## config.mk

```make
export PLATFORM = sky130hd
export DESIGN_NAME = updn_counter_mod
export DESIGN_NICKNAME = d
export VERILOG_FILES = /design/src/rtl/updn_counter_mod.sv
export SDC_FILE = /design/constraint.sdc
export NUM_CORES = 1
export LEC_CHECK = 0
export BUFFER_PORTS_ARGS = -buffer_cell sky130_fd_sc_hd__clkbuf_2
export CORE_UTILIZATION = 25
export CTS_CLUSTER_DIAMETER = 120
export DETAILED_ROUTE_END_ITERATION = 12
export PLACE_DENSITY_LB_ADDON = 0.15
export SLEW_MARGIN = 5
export SYNTH_ARGS = -nofsm -noshare
export SYNTH_HDL_FRONTEND = slang
export SYNTH_SLANG_ARGS = --single-unit
```

## constraint.sdc

```tcl
create_clock -name clk -period 3 [get_ports clk]
set_clock_uncertainty 0.05 [all_clocks]
set_input_delay 0.45 -clock clk [delete_from_list [all_inputs] [get_ports clk]]
set_output_delay 0.45 -clock clk [all_outputs]
set_load 0.03 [all_outputs]
```

## src/rtl/updn_counter_mod.sv

```systemverilog
// updn_counter_mod: parametrised up/down counter with step, load, wrap/saturate and crossing pulses
// Ports: clk, reset (async, active-high); en, up_dwbar, step, sat_mode, load, load_val in;
//        count (registered), at_max/at_min (comb. bound flags), ovf/unf (registered one-cycle pulses) out.
module updn_counter_mod #(
  parameter int WIDTH = 8,
  parameter logic [WIDTH-1:0] MAX_VAL = {WIDTH{1'b1}},
  parameter logic [WIDTH-1:0] RESET_VAL = '0
) (
  input  logic             clk,
  input  logic             reset,
  input  logic             en,
  input  logic             up_dwbar,
  input  logic [WIDTH-1:0] step,
  input  logic             sat_mode,
  input  logic             load,
  input  logic [WIDTH-1:0] load_val,
  output logic [WIDTH-1:0] count,
  output logic             at_max,
  output logic             at_min,
  output logic             ovf,
  output logic             unf
);
  localparam logic [WIDTH:0] MAX_X = {1'b0, MAX_VAL};
  localparam logic [WIDTH:0] MOD = MAX_X + {{WIDTH{1'b0}}, 1'b1};
  logic [WIDTH:0] sum, up_wrap, dn_wrap, dn_diff, nxt_raw;
  logic [WIDTH-1:0] nxt;
  logic up_over, dn_under, ovf_n, unf_n;
  // All arithmetic is one bit wider than the count so nothing truncates before the bound compare.
  always_comb begin
    sum = {1'b0, count} + {1'b0, step};
    up_wrap = sum - MOD;
    dn_wrap = {1'b0, count} + MOD - {1'b0, step};
    dn_diff = {1'b0, count} - {1'b0, step};
    up_over = sum > MAX_X;
    dn_under = step > count;
    nxt_raw = load ? {1'b0, load_val}
            : !en ? {1'b0, count}
            : up_dwbar ? (up_over ? (sat_mode ? MAX_X : up_wrap) : sum)
            : (dn_under ? (sat_mode ? '0 : dn_wrap) : dn_diff);
    // Single clamp covers out-of-range loads and keeps illegal steps inside 0..MAX_VAL.
    nxt = (nxt_raw > MAX_X) ? MAX_VAL : nxt_raw[WIDTH-1:0];
    ovf_n = !load && en && up_dwbar && up_over;
    unf_n = !load && en && !up_dwbar && dn_under;
  end
  always_ff @(posedge clk or posedge reset) begin
    if (reset) begin
      count <= RESET_VAL;
      ovf <= 1'b0;
      unf <= 1'b0;
    end else begin
      count <= nxt;
      ovf <= ovf_n;
      unf <= unf_n;
    end
  end
  assign at_max = count == MAX_VAL;
  assign at_min = count == '0;
endmodule

```

-- Word level (Yosys, flattened, before mapping)
Index checks and enable logic that the tools add are counted.
- register bits after elaboration: 10
- input bits: 22
- logic and storage cells: 28
- $add $sub $neg: 5
- order comparisons: 3
- equality and inequality tests: 1
- multiplexer cells: 8
- reduce and logical (&&, ||, !) cells: 8
- operators by type and width (operator ; count):
    9-bit 2-to-1 mux ; 7
    9-bit by 8-bit > comparator with 1-bit output, second input constant ; 2
    8-bit by 8-bit adder with 9-bit output ; 1
    8-bit by 9-bit adder with 9-bit output, second input constant ; 1
    8-bit by 8-bit subtractor with 9-bit output ; 1
    9-bit by 8-bit subtractor with 9-bit output ; 1
    9-bit subtractor, second input constant ; 1
    8-bit == test, second input constant ; 1
    8-bit > comparator ; 1
    8-bit zero test ; 1
    8-bit 2-to-1 mux ; 1
    1-bit logical AND ; 5
    1-bit zero test ; 2

-- Logic depth before layout (Yosys ltp)
Gate-level depths: netlist of the first run.
- depth in word-level cells: 9
- mapped depth: 11
- depth with buffers taken out: 11

-- Least setup slack after synthesis of the first run
Ideal clock, no wire load.
- path kind: register -> register
- start point: register count[0]
- end point: register count[5]
- arrival: 2406 ps
- setup slack: 404 ps
- cell stages (with the launch flop): 10
- buffers on the path: 0
- path through: dfrtp_1 -> ha_1 -> fa_1 -> nor2b_1 -> o311a_2 -> o211ai_4 -> nand2_4 -> o211ai_1 -> a31o_1 -> o211ai_1
- cells in the longest elaborated chain, start to end: 9
- ends and longest elaborated chain (element ; RTL line ; text):
    from (decl) ; 17 ; output logic [WIDTH-1:0] count,
    from (signal assigned) ; 51 ; count <= nxt;
    8-bit by 9-bit adder with 9-bit output / 8-bit by 8-bit adder with 9-bit output (equally long branches) ; 32, 30 ;
    9-bit by 8-bit subtractor with 9-bit output / 9-bit subtractor (equally long branches) ; 32, 31 ;
    9-bit 2-to-1 mux, on equally long branches (2 in series) ; 39, 38 ;
    9-bit 2-to-1 mux ; 38 ; : up_dwbar ? (up_over ? (sat_mode ? MAX_X : up_wrap) : sum)
    9-bit 2-to-1 mux * ; 37 ; : !en ? {1'b0, count}
    9-bit 2-to-1 mux * ; 36 ; nxt_raw = load ? {1'b0, load_val}
    9-bit by 8-bit > comparator with 1-bit output ; 41 ; nxt = (nxt_raw > MAX_X) ? MAX_VAL : nxt_raw[WIDTH-1:0];
    8-bit 2-to-1 mux * ; 41 ;
    named net nxt[5] ; 26 ; logic [WIDTH-1:0] nxt;
The timed path passes the listed nets; every way through them passes the cells marked *.

-- Worst setup path in the final report of the first run
- start point: register count[0]
- end point: register count[4]
The elaborated chain is that of the path after synthesis.

==> metrics.csv, run 1 <==
metric,value,unit
Final GP Congestion,0.789,
cts bufs inserted,3,
actual slew at the worst max-slew pin,0.516,ns
area grow syn2layout,20.9,%
GRT Residual Overflow,0,
crit path kind,reg -> reg,
# clock sinks,10,
total track usage,15.4,%
max-cap violations,0,
post_cts resized,0,
CTS root buf,clkbuf_8,
RSZ-0062 raised after global routing,no,
via density per instance,5.01,
Iter 0 DRT Violations,54,
CP peak stage delay,0.40,ns
n_diodes,0,
fin crit period,2.65,ns
dpl hpwl,3510,µm
IO Count,34,
"Clk Latency, worst-skew pair",0.24,ns
vias in the first global route,1414,
Via Count,1399,
Detailed Route WL,4170,µm
Tot Pwr,0.000761,W
final slew viol count,0,
Ys Warns,0,
mean area per synthesized cell,7.87,µm²
Synth area leaders,"dfrtp_1 18%, ha_1 15%, inv_1 4.6%",
Fmax,0.377,GHz
Worst Path Arrival,2.69,ns
sw frac,45.1,%
"EDFF count, synth",0,
switching power,0.000343,W
pwr dens,457,mW/mm²
sequential area share after synthesis,18.2,%
TNS Setup,0,ns
CTS tree,built,
Die W,76.2,µm
endpoint class of the critical path,flip-flop,
WL/cell,15.0,µm
initial antenna violation count,0,
Leakage,0.793,nW
required time of the critical path,3.05,ns
main flop type after synthesis,dfrtp_1,
first-pass GRT wire length,7080,µm
most common cell in the netlist,inv_1,
Final ANT Viol Nets,0,
fraction of layout cells with a size suffix above 1,26.8,%
commonest cells in the netlist,"17 x inv_1, 16 x ha_1, 16 x nor2_1, 14 x nand2_1, 12 x o21ai_0",
sequential fraction of design power,23.7,%
count of cell types in the netlist,56,
Die Area,0.00581,mm²
final setup margin,0.351,ns
Min-Delay Path Class,in -> async,
syn_nets,215,
Int Power,0.000418,W
Mapped Area,0.00138,mm²
Final Hold Viols,0,
TritonRoute pass-1 iters,5,
kind of start point of the critical path,flip-flop,
clk buf depth,2,
Core ar.,0.00520,mm²
largest net degree at the start of global routing,17,
buffer count from post-CTS setup fixing,0,
CTS Hold Bufs,0,
initial core utilization,26.5,%
Max H-tree Level,1,
Filler cells,601,
Max-slew headroom,65.3,%
Final nets,251,
Logic pwr share,58.0,%
CP cell instances,ha_1 -> fa_1 -> nor2b_1 -> o311a_2 -> o211ai_4 -> nand2_4 -> o221ai_2 -> and3_1 -> o311ai_1,
share of the synthesized area in the top cell type,18.2,%
pre-CTS setup slack,0.214,ns
maximum fanout along the worst path,9,
Post-synth ARST share,100,%
die height,76.2,µm
cell taking the most area after synthesis,dfrtp_1,
synthesized instance count,175,
fin crit share,88.3,%
"Reg clk slew, reported paths",0.05,ns
clock power share,18.3,%
slowest CP cell,dfrtp_1,
final setup fails,0,
drt drc,0,
Synth Register Bits,10,
Peak VDD IR,0.185,mV
I/O Buffers,33,
status,"complete, no violations",
cell row count,26,
per-stage QoR:
step,utilization (%),instance area [µm²],hold slack [ns],std cells
4_1_cts,32.0,1670,0.137,279
2_1_floorplan,-,1380,0.240,175
3_5_place_dp,31.2,1620,0.393,276
6_report,32.0,1670,0.120,279
3_3_place_gp,31.2,1620,0.388,276
5_1_grt,32.0,1670,0.162,279
path summary, 6_finish.rpt:
| check | slack, ns | start | cells after the start | end |
|---|---|---|---|---|
| setup / recovery | 0.35 | count[0]$_DFF_PP0_ | 9 | count[4]$_DFF_PP0_ |
| hold / removal | 0.12 | reset | 2 | ovf$_DFF_PP0_ |
| setup reg to reg | 0.35 | count[0]$_DFF_PP0_ | 9 | count[4]$_DFF_PP0_ |
| hold reg to reg | 0.71 | count[0]$_DFF_PP0_ | 4 | count[0]$_DFF_PP0_ |
| max in group asynchronous | 2.50 | reset | 2 | count[5]$_DFF_PP0_ |
| min in group clk | 0.40 | load_val[4] | 3 | count[4]$_DFF_PP0_ |
cells by family (layout without fill, tap and decap cells):
| logic type | after synthesis | count (layout) | synth area share (%) |
|---|---|---|---|
| adder cells (fa/ha/maj) | 18 | 18 | 17.4 |
| AO/OA/AOI/OAI | 55 | 55 | 29.5 |
| XOR/XNOR | 2 | 2 | 1.27 |
| buffers and inverters | 24 | 58 | 7.81 |
| flip-flops | 10 | 10 | 18.2 |
| AND/OR/NAND/NOR | 65 | 65 | 25.0 |
| multiplexers | 1 | 1 | 0.817 |
critical path, delay by kind of cell, from the launching register on:
| kind | cells | cell delay (ns) |
|---|---|---|
| compound gates | 4 | 0.98 |
| fa+ha+maj | 2 | 0.61 |
| flops | 1 | 0.40 |
| simple gates | 3 | 0.46 |
layer usage:
metal  share of wire [%]  GRT usage, %
met1                  46          19.9
met2                  48          25.4
met5                   0             0
met3                 2.8          2.28
met4                 3.4          6.54
power groups by stage:
| stage | Clock [W] | Combinational [W] | Sequential, W |
|---|---|---|---|
| 2_1_floorplan | 0 | 0.000292 | 0.000214 |
| 3_5_place_dp | 0 | 0.000442 | 0.000183 |
| 3_3_place_gp | 0 | 0.000447 | 0.000183 |
| 4_1_cts | 0.000145 | 0.000445 | 0.000181 |
| 6_report | 0.000139 | 0.000442 | 0.000181 |
| 5_1_grt | 0.000151 | 0.000493 | 0.000184 |
cell usage in the layout, fill, tap and decap left out, types with 3 or more instances in the layout:
master / n
clkbuf_2: 33
inv_1: 17
nor2_1: 16
ha_1: 16
nand2_1: 14
o21ai_0: 12
a21oi_1: 10
dfrtp_1: 10
o211ai_1: 7
nand3_1: 7
nand2b_1: 5
buf_4: 5
nor2b_1: 3
nor3_1: 3
clkbuf_8: 3
cell type report:
class | instances | area [µm²] | share of cell area, %
sequential | 10 | 250 | 15.0
timing repair buffer | 38 | 203 | 12.2
inverter | 17 | 63.8 | 3.83
multi-input combinational | 141 | 1020 | 61.2
tap | 70 | 87.6 | 5.26
clock buffer | 3 | 41.3 | 2.48
state kept, by name, indices dropped and copies added, names as in the netlist:
| signal | cells |
|---|---|
| ovf | 1 |
| count | 8 |
| unf | 1 |
Power figures use the tool's default switching activity.
==> run 2, diff against run 1 <==
CORE_ASPECT_RATIO = 0.7   (was default)
==> metrics.csv, run 2 (synthesized netlist as in run 1, its figures left out) <==
metric,value,unit,change
initial antenna violation count,0,,unchanged
post-route insts no fill,283,,+1.4%
post-route cell area,0.00168,mm²,+1.1%
Max H-tree Level,1,,unchanged
Fmax,0.373,GHz,-1.1%
Final nets,253,,+0.80%
cts bufs inserted,3,,unchanged
WL/cell,15.1,µm,+0.76%
CTS tree,built,,
Die Area,0.00582,mm²,about the same
Detailed Route WL,4260,µm,+2.2%
Min-Delay Path Class,in -> async,,
endpoint class of the critical path,flip-flop,,
post_cts resized,0,,unchanged
first-pass GRT wire length,7090,µm,+0.20%
Max-slew headroom,65.5,%,+0.26 points
sw frac,45.1,%,about the same
Final GP Congestion,0.794,,+0.65%
Logic pwr share,58.7,%,+0.7 points
internal reg-to-reg setup slack,0.32,ns,-0.03 ns
Worst Path Arrival,2.72,ns,+0.03 ns
initial core utilization,26.1,%,-0.40 points
sequential fraction of design power,23.5,%,-0.2 points
clk buf depth,2,,unchanged
Filler cells,596,,-0.83%
Die W,90.7,µm,+19%
required time of the critical path,3.04,ns,about the same
Final ANT Viol Nets,0,,unchanged
die height,64.1,µm,-16%
final setup fails,0,,unchanged
Regs by FF count,"count x8, ovf x1, unf x1",,
Biggest register,count,,
I/O Buffers,33,,unchanged
"Core Util, Final",31.8,%,-0.15 points
kind of start point of the critical path,flip-flop,,
"Clk Latency, worst-skew pair",0.23,ns,about the same
CTS root buf,clkbuf_8,,
Leakage,0.802,nW,+1.1%
GRT Residual Overflow,0,,unchanged
largest net degree at the start of global routing,17,,unchanged
IO Count,34,,unchanged
pwr dens,456,mW/mm²,-0.22%
"Reg clk slew, reported paths",0.05,ns,about the same
crit path kind,reg -> reg,,
vias in the first global route,1339,,-5.3%
most frequent cells in the layout,"33 x clkbuf_2, 17 x inv_1, 16 x nor2_1, 16 x ha_1, 14 x nand2_1",,
max reg flops,8,,unchanged
Final Hold Viols,0,,unchanged
TritonRoute pass-1 iters,5,,unchanged
RSZ-0062 raised after global routing,no,,
clock power share,17.8,%,-0.5 points
dpl hpwl,3570,µm,+1.9%
via density per instance,4.99,,-0.57%
total track usage,15.7,%,+0.26 points
"commonest non-fill, non-tap cell in the layout",clkbuf_2,,
TNS Setup,0,ns,unchanged
Peak VDD IR,0.140,mV,-24%
drt drc,0,,unchanged
Core ar.,0.00529,mm²,+1.5%
Tot Pwr,0.000768,W,+0.83%
fin crit share,89.3,%,+0.95 points
# placed instances,280,,+1.4%
Iter 0 DRT Violations,81,,+50%
area grow syn2layout,22.2,%,
fin crit period,2.68,ns,+0.0286 ns
maximum fanout along the worst path,9,,unchanged
actual slew at the worst max-slew pin,0.512,ns,-0.00390 ns
cell row count,22,,-15%
fraction of layout cells with a size suffix above 1,27.5,%,+0.69 points
CTS Hold Bufs,0,,unchanged
# clock sinks,10,,unchanged
buffer count from post-CTS setup fixing,0,,unchanged
Int Power,0.000421,W,+0.77%
switching power,0.000346,W,+0.90%
"Cell Area, Placed",0.00164,mm²,+1.1%
max-cap violations,0,,unchanged
final slew viol count,0,,unchanged
n_diodes,0,,unchanged
status,"complete, no violations",,
Via Count,1411,,+0.86%
## run 2: cell types whose count changed in the layout (fill, tap and decap cells not counted), sizes merged
cell	previous run	this run
buf	5	7
## run 2: per-layer routing
layer  part of all wire, %  vias up  wire length, µm  track usage (%)
met4                  0.30        0               13             1.81
met5                     0        -                0                0
met3                   6.2        2              266             3.45
met2                    39       41             1660             21.0
met1                    55      661             2330             25.1
li1                      -      707                -                -
## run 2: cell type report
cell class / count / area, µm² / area share, %
Tap cell: 72 / 90.1 / 5.35
Clock buffer: 3 / 41.3 / 2.45
Sequential cell: 10 / 250 / 14.9
Timing Repair Buffer: 40 / 218 / 12.9
Multi-Input combinational cell: 141 / 1020 / 60.6
Inverter: 17 / 63.8 / 3.79
## run 2: path summary, 6_finish.rpt
path                            depth (start not counted)                  to                from
worst min-delay path                                    2  count[7]$_DFF_PP0_               reset
min in group clk                                        3  count[5]$_DFF_PP0_         load_val[5]
worst max register to register                          9  count[2]$_DFF_PP0_  count[0]$_DFF_PP0_
worst max-delay path                                    9  count[2]$_DFF_PP0_  count[0]$_DFF_PP0_
max in group asynchronous                               2  count[4]$_DFF_PP0_               reset
worst min register to register                          3  count[4]$_DFF_PP0_  count[4]$_DFF_PP0_
## run 2: critical path, stage by stage (launching register included)
cell and delay, ns:
dfrtp_1 0.43, ha_1 0.24, fa_1 0.38, nor2b_1 0.17
o311a_2 0.40, o211ai_4 0.34, o21ai_0 0.20, nand3_1 0.12
and2_1 0.13, o211ai_1 0.09
## run 2: power by group through the flow
stage	Combinational (W)	Clock, W	Sequential (W)
floorplan	0.000292	0	0.000214
global placement	0.000455	0	0.000183
detailed placement	0.000448	0	0.000183
CTS	0.000451	0.000140	0.000181
global route	0.000501	0.000149	0.000184
finish	0.000451	0.000136	0.000180
## run 2: per-stage QoR
step	hold slack, ns	setup slack [ns]
detailed placement	0.396	0.218
global route	0.168	0.132
global placement	0.394	0.208
finish	0.129	0.322
floorplan	0.240	0.404
CTS	0.147	0.297
==> run 3, diff against run 2 <==
ABC_AREA = 1   (was default)
==> metrics.csv, run 3 <==
metric,value,unit,change
status,"finished, violations left",,
failing checks,design-rule violations,,
WL/cell,13.2,µm,-12%
crit path launch,count[0]$_DFF_PP0_,,
final setup margin,0.578,ns,+0.256 ns
fin crit period,2.42,ns,-0.256 ns
largest family of logic cells by synthesized area,simple AND/OR/NAND/NOR gates,,
max-cap violations,0,,unchanged
final slew viol count,0,,unchanged
Final ANT Viol Nets,0,,unchanged
post-route cell area,0.00187,mm²,+11%
Via Count,1574,,+12%
max reg flops,8,,unchanged
Fmax,0.413,GHz,+11%
n_diodes,0,,unchanged
crit path buf inv count,2,,+2
Post-Synth XOR/XNOR Area,3.78,%,+2.5 points
synthesized instance count,248,,+42%
Max-slew headroom,66.6,%,+1.0 points
Synth Register Bits,10,,unchanged
fraction of layout cells with a size suffix above 1,27.3,%,-0.15 points
Max H-tree Level,1,,unchanged
buffer count from post-CTS setup fixing,0,,unchanged
fraction of the mapped netlist area in compound gates,7.33,%,-22 points
TNS Setup,0,ns,unchanged
"Reg clk slew, reported paths",0.05,ns,about the same
endpoint class of the critical path,flip-flop,,
cts bufs inserted,3,,unchanged
most frequent cells in the layout,"72 x nand2_1, 33 x clkbuf_2, 28 x inv_1",,
Synth area leaders,"nand2_1 17%, dfrtp_1 15%, ha_1 12%",,
Post-synth ARST share,100,%,unchanged
cell taking the most area after synthesis,nand2_1,,
Die W,98.3,µm,+8.3%
fin crit share,80.7,%,-8.5 points
Detailed Route WL,4700,µm,+10%
Iter 0 DRT Violations,49,,-40%
met3 WL,138,µm,-48%
main flop type after synthesis,dfrtp_1,,
syn_nets,288,,+34%
vias in the first global route,1524,,+14%
sequential area share after synthesis,15.4,%,-2.7 points
Core ar.,0.00625,mm²,+18%
count of cell types in the netlist,35,,-38%
dpl hpwl,4060,µm,+14%
Final nets,320,,+26%
TritonRoute pass-1 iters,10,,+5
mux contribution to synthesized area,0,%,-0.82 points
CTS Hold Bufs,0,,unchanged
post_cts resized,0,,unchanged
CTS tree,built,,
Final GP Congestion,0.782,,-1.6%
Adder-Cell Fraction of Synth Area,14.8,%,-2.6 points
first-pass GRT wire length,7800,µm,+9.9%
Die Area,0.00682,mm²,+17%
Leakage,1.06,nW,+32%
"commonest non-fill, non-tap cell in the layout",nand2_1,,
reg2reg start,count[0]$_DFF_PP0_,,
actual slew at the worst max-slew pin,0.501,ns,-0.0108 ns
CTS root buf,clkbuf_8,,
GRT Residual Overflow,0,,unchanged
via density per instance,4.42,,-11%
Ys Warns,0,,unchanged
required time of the critical path,3.05,ns,about the same
WL met2,1700,µm,+2.8%
cell row count,24,,+9.1%
mean area per synthesized cell,6.54,µm²,-17%
wire length on met1,2830,µm,+21%
pwr dens,471,mW/mm²,+3.2%
Worst Path Arrival,2.47,ns,-0.25 ns
Peak VDD IR,0.128,mV,-8.9%
Regs by FF count,"count x8, ovf x1, unf x1",,
kind of start point of the critical path,flip-flop,,
most common cell in the netlist,nand2_1,,
RSZ-0062 raised after global routing,no,,
total track usage,14.7,%,-0.96 points
Mapped Area,0.00162,mm²,+18%
Min-Delay Path Class,in -> async,,
die height,69.4,µm,+8.2%
pre-CTS setup slack,0.502,ns,+0.284 ns
crit path kind,reg -> reg,,
slowest CP cell,fa_1,,
final setup fails,0,,unchanged
drt drc,1,,+1
Final Hold Viols,0,,unchanged
"Cell Area, Placed",0.00183,mm²,+12%
clk buf depth,2,,unchanged
initial core utilization,26.0,%,-0.10 points
share of the synthesized area in the top cell type,16.7,%,-1.5 points
CP peak stage delay,0.48,ns,+0.05 ns
"EDFF count, synth",0,,unchanged
"Clk Latency, worst-skew pair",0.23,ns,about the same
simple-gate share of the synthesized area,45.6,%,+21 points
commonest cells in the netlist,"72 x nand2_1, 28 x inv_1, 18 x nand3_1, 16 x ha_1, 15 x nor2_1",,
CP cell instances,inv_1 -> ha_1 -> clkinv_1 -> fa_1 -> nand3_1 -> nand3_2 -> nand2_1 -> nand2_1 -> nand2_1 -> nand3_1 -> nand4_1 -> nand3_1,,
uppermost layer routed,met4,,
Crit path max-delay family,simple AND/OR/NAND/NOR gates,,
initial antenna violation count,0,,unchanged
area grow syn2layout,15.4,%,
maximum fanout along the worst path,5,,-4
Filler cells,736,,+23%
IO Count,34,,unchanged
# clock sinks,10,,unchanged
Biggest register,count,,
I/O Buffers,33,,unchanged
largest net degree at the start of global routing,15,,-2
run 3: cell count changes after synthesis, moves of 4 or more:
| cell | change |
|---|---|
| nand2_1 | +58 |
| inv_1 | +11 |
| nand3_1 | +11 |
| inv_2 | +9 |
| nand3_2 | +8 |
| o21ai_0 | -8 |
| o211ai_1 | -7 |
| nand2_2 | +6 |
| nand2b_1 | -5 |
| or2_2 | +5 |
| xor2_1 | +5 |
| buf_6 | +4 |
run 3: per-layer routing:
layer	vias to the layer above	track usage (%)
li1	845	-
met1	697	24.2
met2	30	19.8
met3	2	2.42
met4	0	1.82
met5	-	0
run 3: power by group:
part	internal, W	switching (W)	leakage [nW]
sequential	0.000154	0.0000313	0.120
clock	0.0000878	0.0000513	0.0216
combinational	0.000194	0.000363	0.921
run 3: stage by stage:
stage | power, W | hold WS [ns] | cells | util, %
3_3_place_gp | 0.000751 | 0.397 | 353 | 29.3
3_5_place_dp | 0.000746 | 0.393 | 353 | 29.3
6_report | 0.000881 | 0.129 | 356 | 30.0
4_1_cts | 0.000889 | 0.145 | 356 | 30.0
2_1_floorplan | 0.000623 | 0.240 | 248 | -
5_1_grt | 0.000971 | 0.162 | 356 | 30.0
run 3: worst paths after layout:
| kind | end | slack, ns | depth (start not counted) |
|---|---|---|---|
| max in group asynchronous | count[0]$_DFF_PP0_ | 2.49 | 2 |
| min | ovf$_DFF_PP0_ | 0.13 | 2 |
| min reg2reg | count[2]$_DFF_PP0_ | 0.68 | 4 |
| min in group clk | count[0]$_DFF_PP0_ | 0.39 | 3 |
| max | count[0]$_DFF_PP0_ | 0.58 | 12 |
| max reg2reg | count[0]$_DFF_PP0_ | 0.58 | 12 |
run 3: cell families after synthesis:
kind of cell	Yosys count
and+or+nand+nor	145
buffers and inverters	46
AOI/OAI and AO/OA	22
adders and majority gates	18
DFF	10
xor gates and xnor gates	7
run 3: final cells by class:
type                       instances  area [µm²]  share of cell area, %
clock buffer                       3        41.3                   2.21
multi-input combinational        192        1160                   62.0
tap                               78        97.6                   5.21
inverter                          38         143                   7.62
timing repair buffer              35         180                   9.63
sequential                        10         250                   13.4
